$ cat src/rtl/lsu_data_port.sv
// rtl/lsu_data_port.sv - writeback-stage load/store unit driving a handshaked data bus
// Optional macro LSU_MISALIGN_TRAP_EN: trap misaligned half/word accesses instead of issuing them.
module lsu_data_port #(
    parameter int XLEN = 32
) (
    input  logic            clk,
    input  logic            rst,
    input  logic            mem_read,
    input  logic            mem_write,
    input  logic [2:0]      funct3,
    input  logic [XLEN-1:0] addr,
    input  logic [XLEN-1:0] wdata,
    input  logic            advance,
    output logic            dbus_req,
    output logic            dbus_we,
    output logic [XLEN-1:0] dbus_addr,
    output logic [XLEN-1:0] dbus_wdata,
    output logic [3:0]      dbus_wstrb,
    input  logic            dbus_ack,
    input  logic [XLEN-1:0] dbus_rdata,
    output logic            busy,
    output logic            loaded,
    output logic [XLEN-1:0] load_data,
    output logic            misalign_ld,
    output logic            misalign_st
);

    typedef enum logic [1:0] {IDLE, REQ, DONE} state_t;

    state_t state, state_next;

    logic            is_store;
    logic            is_half;
    logic            is_word;
    logic            trap;
    logic            access_valid;
    logic [3:0]      st_strb;
    logic [XLEN-1:0] st_wdata;
    logic [XLEN-1:0] ld_ext;
    logic [7:0]      ld_byte;
    logic [15:0]     ld_half;

    logic            we_q;
    logic [XLEN-1:0] addr_q;
    logic [XLEN-1:0] wdata_q;
    logic [3:0]      wstrb_q;
    logic [2:0]      funct3_q;
    logic [1:0]      lane_q;

    // A simultaneous read and write request is handled as a load.
    assign is_store = mem_write & ~mem_read;
    assign is_half  = (funct3[1:0] == 2'b01);
    assign is_word  = funct3[1];

`ifdef LSU_MISALIGN_TRAP_EN
    logic misaligned;
    assign misaligned  = (is_half & addr[0]) | (is_word & (addr[1:0] != 2'b00));
    assign misalign_ld = (state == IDLE) & mem_read & misaligned;
    assign misalign_st = (state == IDLE) & is_store & misaligned;
`else
    assign misalign_ld = 1'b0;
    assign misalign_st = 1'b0;
`endif

    assign trap         = misalign_ld | misalign_st;
    assign access_valid = (mem_read | mem_write) & ~trap;

    always_comb begin
        st_strb  = 4'b1111;
        st_wdata = wdata;
        case (funct3[1:0])
            2'b00: begin
                st_strb  = 4'b0001 << addr[1:0];
                st_wdata = {4{wdata[7:0]}};
            end
            2'b01: begin
                st_strb  = addr[1] ? 4'b1100 : 4'b0011;
                st_wdata = {2{wdata[15:0]}};
            end
            default: begin
                st_strb  = 4'b1111;
                st_wdata = wdata;
            end
        endcase
    end

    always_comb begin
        ld_byte = dbus_rdata[7:0];
        case (lane_q)
            2'b00: ld_byte = dbus_rdata[7:0];
            2'b01: ld_byte = dbus_rdata[15:8];
            2'b10: ld_byte = dbus_rdata[23:16];
            2'b11: ld_byte = dbus_rdata[31:24];
            default: ld_byte = dbus_rdata[7:0];
        endcase
        ld_half = lane_q[1] ? dbus_rdata[31:16] : dbus_rdata[15:0];
        case (funct3_q)
            3'b000:  ld_ext = {{24{ld_byte[7]}}, ld_byte};
            3'b001:  ld_ext = {{16{ld_half[15]}}, ld_half};
            3'b100:  ld_ext = {24'b0, ld_byte};
            3'b101:  ld_ext = {16'b0, ld_half};
            default: ld_ext = dbus_rdata;
        endcase
    end

    always_ff @(posedge clk) begin
        if (rst) begin
            state <= IDLE;
        end else begin
            state <= state_next;
        end
    end

    always_comb begin
        state_next = state;
        case (state)
            IDLE:    if (access_valid) state_next = REQ;
            REQ:     if (dbus_ack)     state_next = DONE;
            DONE:    if (advance)      state_next = IDLE;
            default: state_next = IDLE;
        endcase
    end

    // Transaction fields are frozen on the IDLE->REQ edge so the bus sees stable values until ack.
    always_ff @(posedge clk) begin
        if (rst) begin
            we_q      <= 1'b0;
            addr_q    <= '0;
            wdata_q   <= '0;
            wstrb_q   <= 4'b0;
            funct3_q  <= 3'b0;
            lane_q    <= 2'b0;
            load_data <= '0;
        end else begin
            if (state == IDLE && access_valid) begin
                we_q     <= is_store;
                addr_q   <= {addr[XLEN-1:2], 2'b00};
                wdata_q  <= st_wdata;
                wstrb_q  <= is_store ? st_strb : 4'b0000;
                funct3_q <= funct3;
                lane_q   <= addr[1:0];
            end
            if (state == REQ && dbus_ack && !we_q) begin
                load_data <= ld_ext;
            end
        end
    end

    assign dbus_req   = (state == REQ);
    assign dbus_we    = (state == REQ) & we_q;
    assign dbus_addr  = addr_q;
    assign dbus_wdata = wdata_q;
    assign dbus_wstrb = wstrb_q;
    assign loaded     = (state == DONE);
    assign busy       = (state == REQ) | ((state == IDLE) & access_valid);

endmodule
$ cat config.mk
export PLATFORM = sky130hd
export DESIGN_NAME = lsu_data_port
export DESIGN_NICKNAME = d
export VERILOG_FILES = /design/src/rtl/lsu_data_port.sv
export SDC_FILE = /design/constraint.sdc
export NUM_CORES = 1
export LEC_CHECK = 0
export BUFFER_PORTS_ARGS = -buffer_cell sky130_fd_sc_hd__buf_2
export CAP_MARGIN = 20
export CELL_PAD_IN_SITES_DETAIL_PLACEMENT = 1
export CELL_PAD_IN_SITES_GLOBAL_PLACEMENT = 1
export CORE_ASPECT_RATIO = 0.5
export CORE_MARGIN = 8
export CORE_UTILIZATION = 33
export DETAILED_ROUTE_END_ITERATION = 6
export PLACE_DENSITY_LB_ADDON = 0.2
export SLEW_MARGIN = 20
export SYNTH_ARGS = -nofsm -noshare
export SYNTH_HDL_FRONTEND = slang
export SYNTH_SLANG_ARGS = --single-unit
$ cat constraint.sdc
create_clock -name clk -period 2.2 [get_ports clk]
set_clock_uncertainty 0.2 [all_clocks]
set_input_delay 0.66 -clock clk [delete_from_list [all_inputs] [get_ports clk]]
set_output_delay 0.66 -clock clk [all_outputs]
set_load 0.02 [all_outputs]
After elaboration in Yosys (flattened, before gate mapping) --
Cells that the tools add are included.
Storage, ports and cells: output and inout port bits 106, logic and storage cells 47, bits in registers 106
Operators by class: eq/ne operators 12, shift operators 1, muxes and demuxes 11, reduce and logical (&&, ||, !) cells 9, bitwise logic cells 6
Operators with widths (count):
- $pmux 32 s4 | 1
- $pmux 32 s2 | 1
- $pmux 8 s4 | 1
- $mux 16 | 1
- $mux 4 | 2
- $pmux 4 s2 | 1
- $eq 2x1->1 const B | 3
- $eq 2x2->1 const B | 3
- $eq 3x3->1 const B | 2
- $logic_not 2->1 | 3
- $mux 2 | 3
- $pmux 2 s3 | 1
- $ne 2x2->1 const B | 2
- $shl 1x2->4 const A | 1
- $and 1x1->1 | 3
- $eq 3x1->1 const B | 1
- $logic_and 1x1->1 | 3
- $logic_not 3->1 | 1
- $reduce_and 3->1 | 1
- $ne 2x1->1 const B | 1
- $or 1x1->1 | 2
- $logic_not 1->1 | 1
- $not 1->1 | 1

Depth between registers and ports, before layout --
Gate-level depths: netlist of the first run.
depth after elaboration 3, gate-level depth with buffers 7

Least setup slack after synthesis of the first run --
OpenSTA, ideal clock, no wires.
path type input port to output port, start input port mem_write, end output port busy, data arrival time 1.336 ns, stages on the path 3, path buffers 1, data required time 1.340 ns, slack 0.004 ns, cell sequence o21ai_1 > clkbuf_1 > nand2b_1
Between the ends: cells in the longest elaborated chain, start to end 3
RTL lines:
- start, declared | line 9 | input logic mem_write,
- $or 1x1->1 | line 66 | assign access_valid = (mem_read | mem_write) & ~trap;
- $and 1x1->1 | line 155 | assign busy = (state == REQ) | ((state == IDLE) & access_valid);
- $or 1x1->1 | line 155
- end, declared | line 21 | output logic busy,
No other way between the ends.

Worst setup path in the final report of the first run --
start register state[0], end output port dbus_we
Between the ends: cells in the longest elaborated chain, start to end 2
RTL lines:
- start, declared | line 30 | state_t state, state_next;
- start signal, assigned | line 110 | state <= state_next;
- $eq 2x1->1 | line 150 | assign dbus_we = (state == REQ) & we_q;
- $and 1x1->1 | line 150
- end, declared | line 15 | output logic dbus_we,
No other way between the ends.

==> results of run 1 <==
placed cells by master (no fill, tap or decap), drive strengths merged, types with 5 or more instances in the layout:
cell / n
nand2b: 7
a21oi: 74
clkbuf: 10
a311oi: 8
nor2b: 6
a211oi: 16
nor3: 9
nor2: 40
o21ai: 46
nand2: 153
nand3b: 8
buf: 229
dfxtp: 106
a31oi: 8
o221a: 7
inv: 5
mux2i: 26
cell type report:
type	instances	area, um^2	share of cell area [%]
timing repair buffer	229	1270	20.3
tap	192	240	3.85
clock buffer	10	239	3.83
multi-input combinational	430	2320	37.2
antenna	1	2.50	0.0401
inverter	3	11.3	0.180
clock inverter	5	38.8	0.621
sequential	106	2120	34.0
power groups by stage:
| stage | logic, uW | registers (uW) | clock network [uW] |
|---|---|---|---|
| floorplan | 528 | 2400 | 0 |
| global placement | 1180 | 2220 | 0 |
| detailed placement | 1200 | 2220 | 0 |
| CTS | 1210 | 2180 | 1610 |
| global route | 1300 | 2210 | 1660 |
| finish | 1190 | 2180 | 1540 |
registers in the layout (all words and copies together) (netlist names):
| register | count |
|---|---|
| dbus_wdata | 32 |
| load_data | 32 |
| dbus_addr | 30 |
| dbus_wstrb | 4 |
| funct3_q | 3 |
| lane_q | 2 |
| state | 2 |
| we_q | 1 |
worst min-delay path: stages, from the launching register on:
cell     delay [ns]
dfxtp_1        0.31
nand2_1        0.05
a21oi_1        0.05
what timing repair did:
action,in CTS,in global routing
gates resized for setup,1,2
hold endpoints to repair,0,0
setup buffers,0,0
pin swaps,0,0
endpoints found under the setup margin,2,2
final timing paths:
kind,from,end,depth (start not counted)
worst min-delay path,dbus_wstrb[3]$_SDFFE_PP0P_,dbus_wstrb[3]$_SDFFE_PP0P_,2
worst min register to register,dbus_wstrb[3]$_SDFFE_PP0P_,dbus_wstrb[3]$_SDFFE_PP0P_,2
worst max-delay path,state[0]$_SDFFE_PP0P_,dbus_we,3
worst max register to register,state[1]$_SDFFE_PP0P_,load_data[13]$_SDFFE_PP0P_,4
kinds of logic after synthesis:
kind of cell | synth area share [%]
buffers and inverters | 5.27
DFF | 45.6
muxes | 5.83
AOI/OAI and AO/OA | 22.5
other | 0.0805
and+or+nand+nor | 20.8
metrics by stage:
step | hold slack (ns) | total power (uW) | TNS (ns) | utilization (%)
after global placement | 0.239 | 3400 | -0.0213 | 43.6
after floorplan | 0.252 | 2930 | 0 | -
after CTS | 0.255 | 5000 | 0 | 45.6
after detailed placement | 0.245 | 3430 | -0.565 | 43.6
after global routing | 0.267 | 5170 | 0 | 45.7
final | 0.251 | 4910 | 0 | 45.7
per-layer routing:
layer | vias up | global-route usage [%] | routed length, um
li1 | 2393 | - | -
met1 | 2238 | 20.5 | 7020
met2 | 133 | 29.5 | 7840
met3 | 15 | 6.71 | 1500
met4 | 2 | 4.25 | 162
met5 | - | 0 | 10
==> results.toml, run 1 <==
[timing]
fin_ws_ns = 0.0550
max_freq_ghz = 0.466
worst_pin_slew_ns = 0.581
hold_viol_final = 0
timing.final.crit_period_ns = 2.15
setup_viol = 0
final.period_utilization_pct = 97.5
slew_headroom_pct = 61.0
rsz0062_at_grt = "false"
drv_slew = 0

[logic_synthesis]
yosysTopAreaCellShare_pct = 45.6
ys_types = 39
synth.most_common_cell = "nand2_1"
avgSynthCellArea_um2 = 7.91
synthCells = 589
synth_top_area_cell = "dfxtp_1"
netlist_area_mm2 = 0.00466
synth_edf_count = 0
async_flop_share_pct = 0
ys_seq_area_share_pct = 45.6
synth-seq-cells = 106
ys_top_cells_by_count = "153 x nand2_1, 106 x dfxtp_1, 64 x a21oi_1"
synth_area_leaders = "dfxtp_1 46%, nand2_1 12%, a21oi_1 6.9%, mux2i_1 5.6%, o21ai_0 4.7%"
ys_warn_count = 0
ys.flop_type = "dfxtp_1"

[die]
die_y_um = 100
start_util_pct = 34.1
dieArea_mm2 = 0.0184
coreArea_mm2 = 0.0137
num_rows = 30
io_pins = 211
fp.dieW_um = 184

[critical_path]
crit_family = "flip-flops"
crit_chain = "nor2b_4 > and2_1 > buf_2"
max_stage_delay_ns = 0.42
r2r_slack_ns = 0.21
worstSetupPathType = "reg2out"
start_kind = "flip-flop"
arrival_ns = 1.29
required_ns = 1.34
slowest_stage = "dfxtp_1"
critPathMaxFanout = 5
cp-end-kind = "primary output"
crit_buf_inv = 1

[cells_and_area]
area_growth_pct = 34.1
final_cell_area_mm2 = 0.00624
drive_gt1_share_pct = 34.2
fillers = 1745
stdcell_count = 976
nets = 884

[global_routing]
grt_max_degree = 68
grt_usage_pct = 17.4
antenna_found_initial = 2
gr-total-overflow = 0
grt_pass1_wl_mm = 26.0
grt_pass1_vias = 4930

[pwr]
leakage_uw = 0.00285
p_int_uw = 3330
switchingPower_uw = 1580
power-per-cell-area_mw_per_mm2 = 786
clock_power_share_pct = 31.3
switching_share_pct = 32.2
p_comb_share_pct = 24.2
power_frac_seq_pct = 44.5
peakVddDrop_v = 0.000351

[route]
via_per_inst = 4.90
drt_iter0_drc = 211
post_drt_wl_per_cell_um = 16.9
vias = 4781
firstDrtPassIters = 4
routed_wl_mm = 16.5
route.detailed.drc = 0
ant_nets = 0

[min_path]
hold_path.class = "reg2reg"

[clock_tree]
clk_latency_ns = 0.34
cts_hold_buf = 0
root_buffer = "clkbuf_16"
clk_path_buf_depth = 2
htree_levels = 3
cts_buffers = 9
cts.reportedPaths.clkPinSlew_ns = 0.07
cts.sinks = 106
cts_tree = "yes"

[placed_design]
postPlaceCellArea_mm2 = 0.00595
gp_congestion = 0.793
port_buffers = 206
place_ws_ns = -0.0634
dpl.cell_count = 960
place_hpwl_mm = 12.3

[run]
drv_cap = 0

[status]
status = "finished, final reports clean"
Note: power is estimated with default switching activity, not from simulation.
==> run 2: changes to the inputs <==
--- a/config.mk
+++ b/config.mk
@@ -5,13 +5,14 @@
 export SDC_FILE = /design/constraint.sdc
 export NUM_CORES = 1
 export LEC_CHECK = 0
+export ABC_AREA = 1
 export BUFFER_PORTS_ARGS = -buffer_cell sky130_fd_sc_hd__buf_2
 export CAP_MARGIN = 20
 export CELL_PAD_IN_SITES_DETAIL_PLACEMENT = 1
 export CELL_PAD_IN_SITES_GLOBAL_PLACEMENT = 1
 export CORE_ASPECT_RATIO = 0.5
 export CORE_MARGIN = 8
-export CORE_UTILIZATION = 33
+export CORE_UTILIZATION = 32
 export DETAILED_ROUTE_END_ITERATION = 6
 export PLACE_DENSITY_LB_ADDON = 0.2
 export SLEW_MARGIN = 20
==> run 2 against run 1 <==
Effect of this change: design area hardly changed; setup slack improved by 0.096 ns; worst hold slack improved by 0.015 ns.
==> results.toml, run 2 <==
[status]
status = "finished, final reports clean"

[global_routing]
grt_pass1_wl_mm = 26.5
grt_use_met3_pct = 6.20
top_usage_layer = "met2"
grt_pass1_vias = 5320
gr-total-overflow = 0
grt_usage_pct = 16.9
antenna_found_initial = 1
grtUsageMet1_pct = 19.9
grt_max_degree = 64
gr-usage-met2_pct = 29.2

[pwr]
total_power_uw = 5270
power-per-cell-area_mw_per_mm2 = 845
leakage_uw = 0.00317
peakVddDrop_v = 0.000350

[route]
routed_wl_mm = 16.4
firstDrtPassIters = 4
vias = 4917
via_per_inst = 4.61
drt_iter0_drc = 208
post_drt_wl_per_cell_um = 15.4
route.detailed.drc = 0
ant_nets = 0

[timing]
max_freq_ghz = 0.488
rsz0062_at_grt = "false"
final.period_utilization_pct = 93.2
timing.final.crit_period_ns = 2.05
setup_viol = 0
hold_viol_final = 0
drv_slew = 0
finalSetupTns_ns = 0
fin_ws_ns = 0.151

[clock_tree]
cts_buffers = 9
clk_latency_ns = 0.34
cts.sinks = 106
cts_hold_buf = 0
cts.reportedPaths.clkPinSlew_ns = 0.08
clk_path_buf_depth = 2
cts_tree = "yes"
htree_levels = 3
ctsResizeCount = 0
post_cts_buffers = 0
root_buffer = "clkbuf_16"

[placed_design]
dpl.cell_count = 1050
place_hpwl_mm = 12.6
place_ws_ns = 0.00418
port_buffers = 206
postPlaceCellArea_mm2 = 0.00592
gp_congestion = 0.772

[logic_synthesis]
ys.flop_type = "dfxtp_1"
ys_types = 30
synth_area_leaders = "dfxtp_1 45%, nand2_1 11%, o21ai_0 10%, nor2_1 8.9%, a21oi_1 6.4%"
async_flop_share_pct = 0
yosysTopAreaCellShare_pct = 44.9
synthCells = 675
ys_top_cells_by_count = "133 x nand2_1, 112 x nor2_1, 106 x dfxtp_1"
synth_edf_count = 0
ys_seq_area_share_pct = 44.9
avgSynthCellArea_um2 = 7.00
synth-seq-cells = 106
synth.most_common_cell = "nand2_1"
synth_top_area_cell = "dfxtp_1"
ys_warn_count = 0
netlist_area_mm2 = 0.00472

[die]
start_util_pct = 32.7
io_pins = 211
coreArea_mm2 = 0.0144
die_y_um = 102
num_rows = 31
fp.dieW_um = 188
dieArea_mm2 = 0.0191

[critical_path]
crit_family = "buffers and inverters"
crit_buf_inv = 3
required_ns = 1.34
crit_cells = 6
worstSetupPathType = "in2out"
critPathMaxFanout = 3
arrival_ns = 1.19
start_kind = "primary input"
max_stage_delay_ns = 0.15
r2r_cells = 7
cp-end-kind = "primary output"
slowest_stage = "buf_2"
crit_chain = "buf_2 > inv_1 > nand2_1 > nand2_2 > nand2_1 > buf_2"

[cells_and_area]
area_growth_pct = 32.1
final_cell_area_mm2 = 0.00624
insertedDiodeCount = 0
stdcell_count = 1066
final_cell_mix = "206 x buf_2, 132 x nand2_1, 112 x nor2_1, 106 x dfxtp_1, 95 x o21ai_0"
drive_gt1_share_pct = 30.1
nets = 968
final_common_cell = "buf_2"

[min_path]
whs_path_depth = 2
hold_path.class = "reg2reg"

[run]
drv_cap = 0
## run 2: per-stage QoR
stage	hold WS, ns	utilization [%]
after floorplan	0.269	-
after global placement	0.253	41.0
after detailed placement	0.257	41.0
after CTS	0.270	43.2
after global routing	0.289	43.2
final	0.266	43.2
## run 2: area by class of cell
class                           count  area [um^2]
Timing Repair Buffer              221         1190
Inverter                           62          235
Clock inverter                      6         78.8
Tap cell                          198          248
Sequential cell                   106         2120
Fill cell                        1923         8190
Multi-Input combinational cell    463         2120
Clock buffer                       10          239
## run 2: final timing paths
path | start | to | slack [ns]
max | mem_write | busy | 0.15
min | dbus_wdata[2]$_SDFFE_PP0P_ | dbus_wdata[2]$_SDFFE_PP0P_ | 0.27
max reg2reg | funct3_q[0]$_SDFFE_PP0P_ | load_data[2]$_SDFFE_PP0P_ | 0.41
min reg2reg | dbus_wdata[2]$_SDFFE_PP0P_ | dbus_wdata[2]$_SDFFE_PP0P_ | 0.27
## run 2: logic make-up after synthesis
kind of cell	Yosys count	share of synthesized area, %
buffers and inverters	109	10.4
AO/OA/AOI/OAI	192	21.8
other	1	0.0794
flip-flops	106	44.9
AND/OR/NAND/NOR	267	22.8
## run 2: metal layers
metal,routed length (um),vias to the layer above
met5,12,-
met4,185,2
met3,1130,17
met2,7700,117
met1,7370,2252
li1,-,2529
## run 2: where the power goes
group | internal, uW | switching [uW] | leakage [uW] | total, uW
clock network | 942 | 793 | 0.000158 | 1730
registers | 2110 | 106 | 0.000875 | 2220
logic | 449 | 874 | 0.00214 | 1320
## run 2: worst register-to-register path: stages, from the launching register on
cell and delay, ns:
dfxtp_1 0.55, inv_2 0.10, nand2_1 0.24, inv_1 0.18, nand2_1 0.11, nand3_1 0.09
o21ai_0 0.11, a21oi_1 0.09
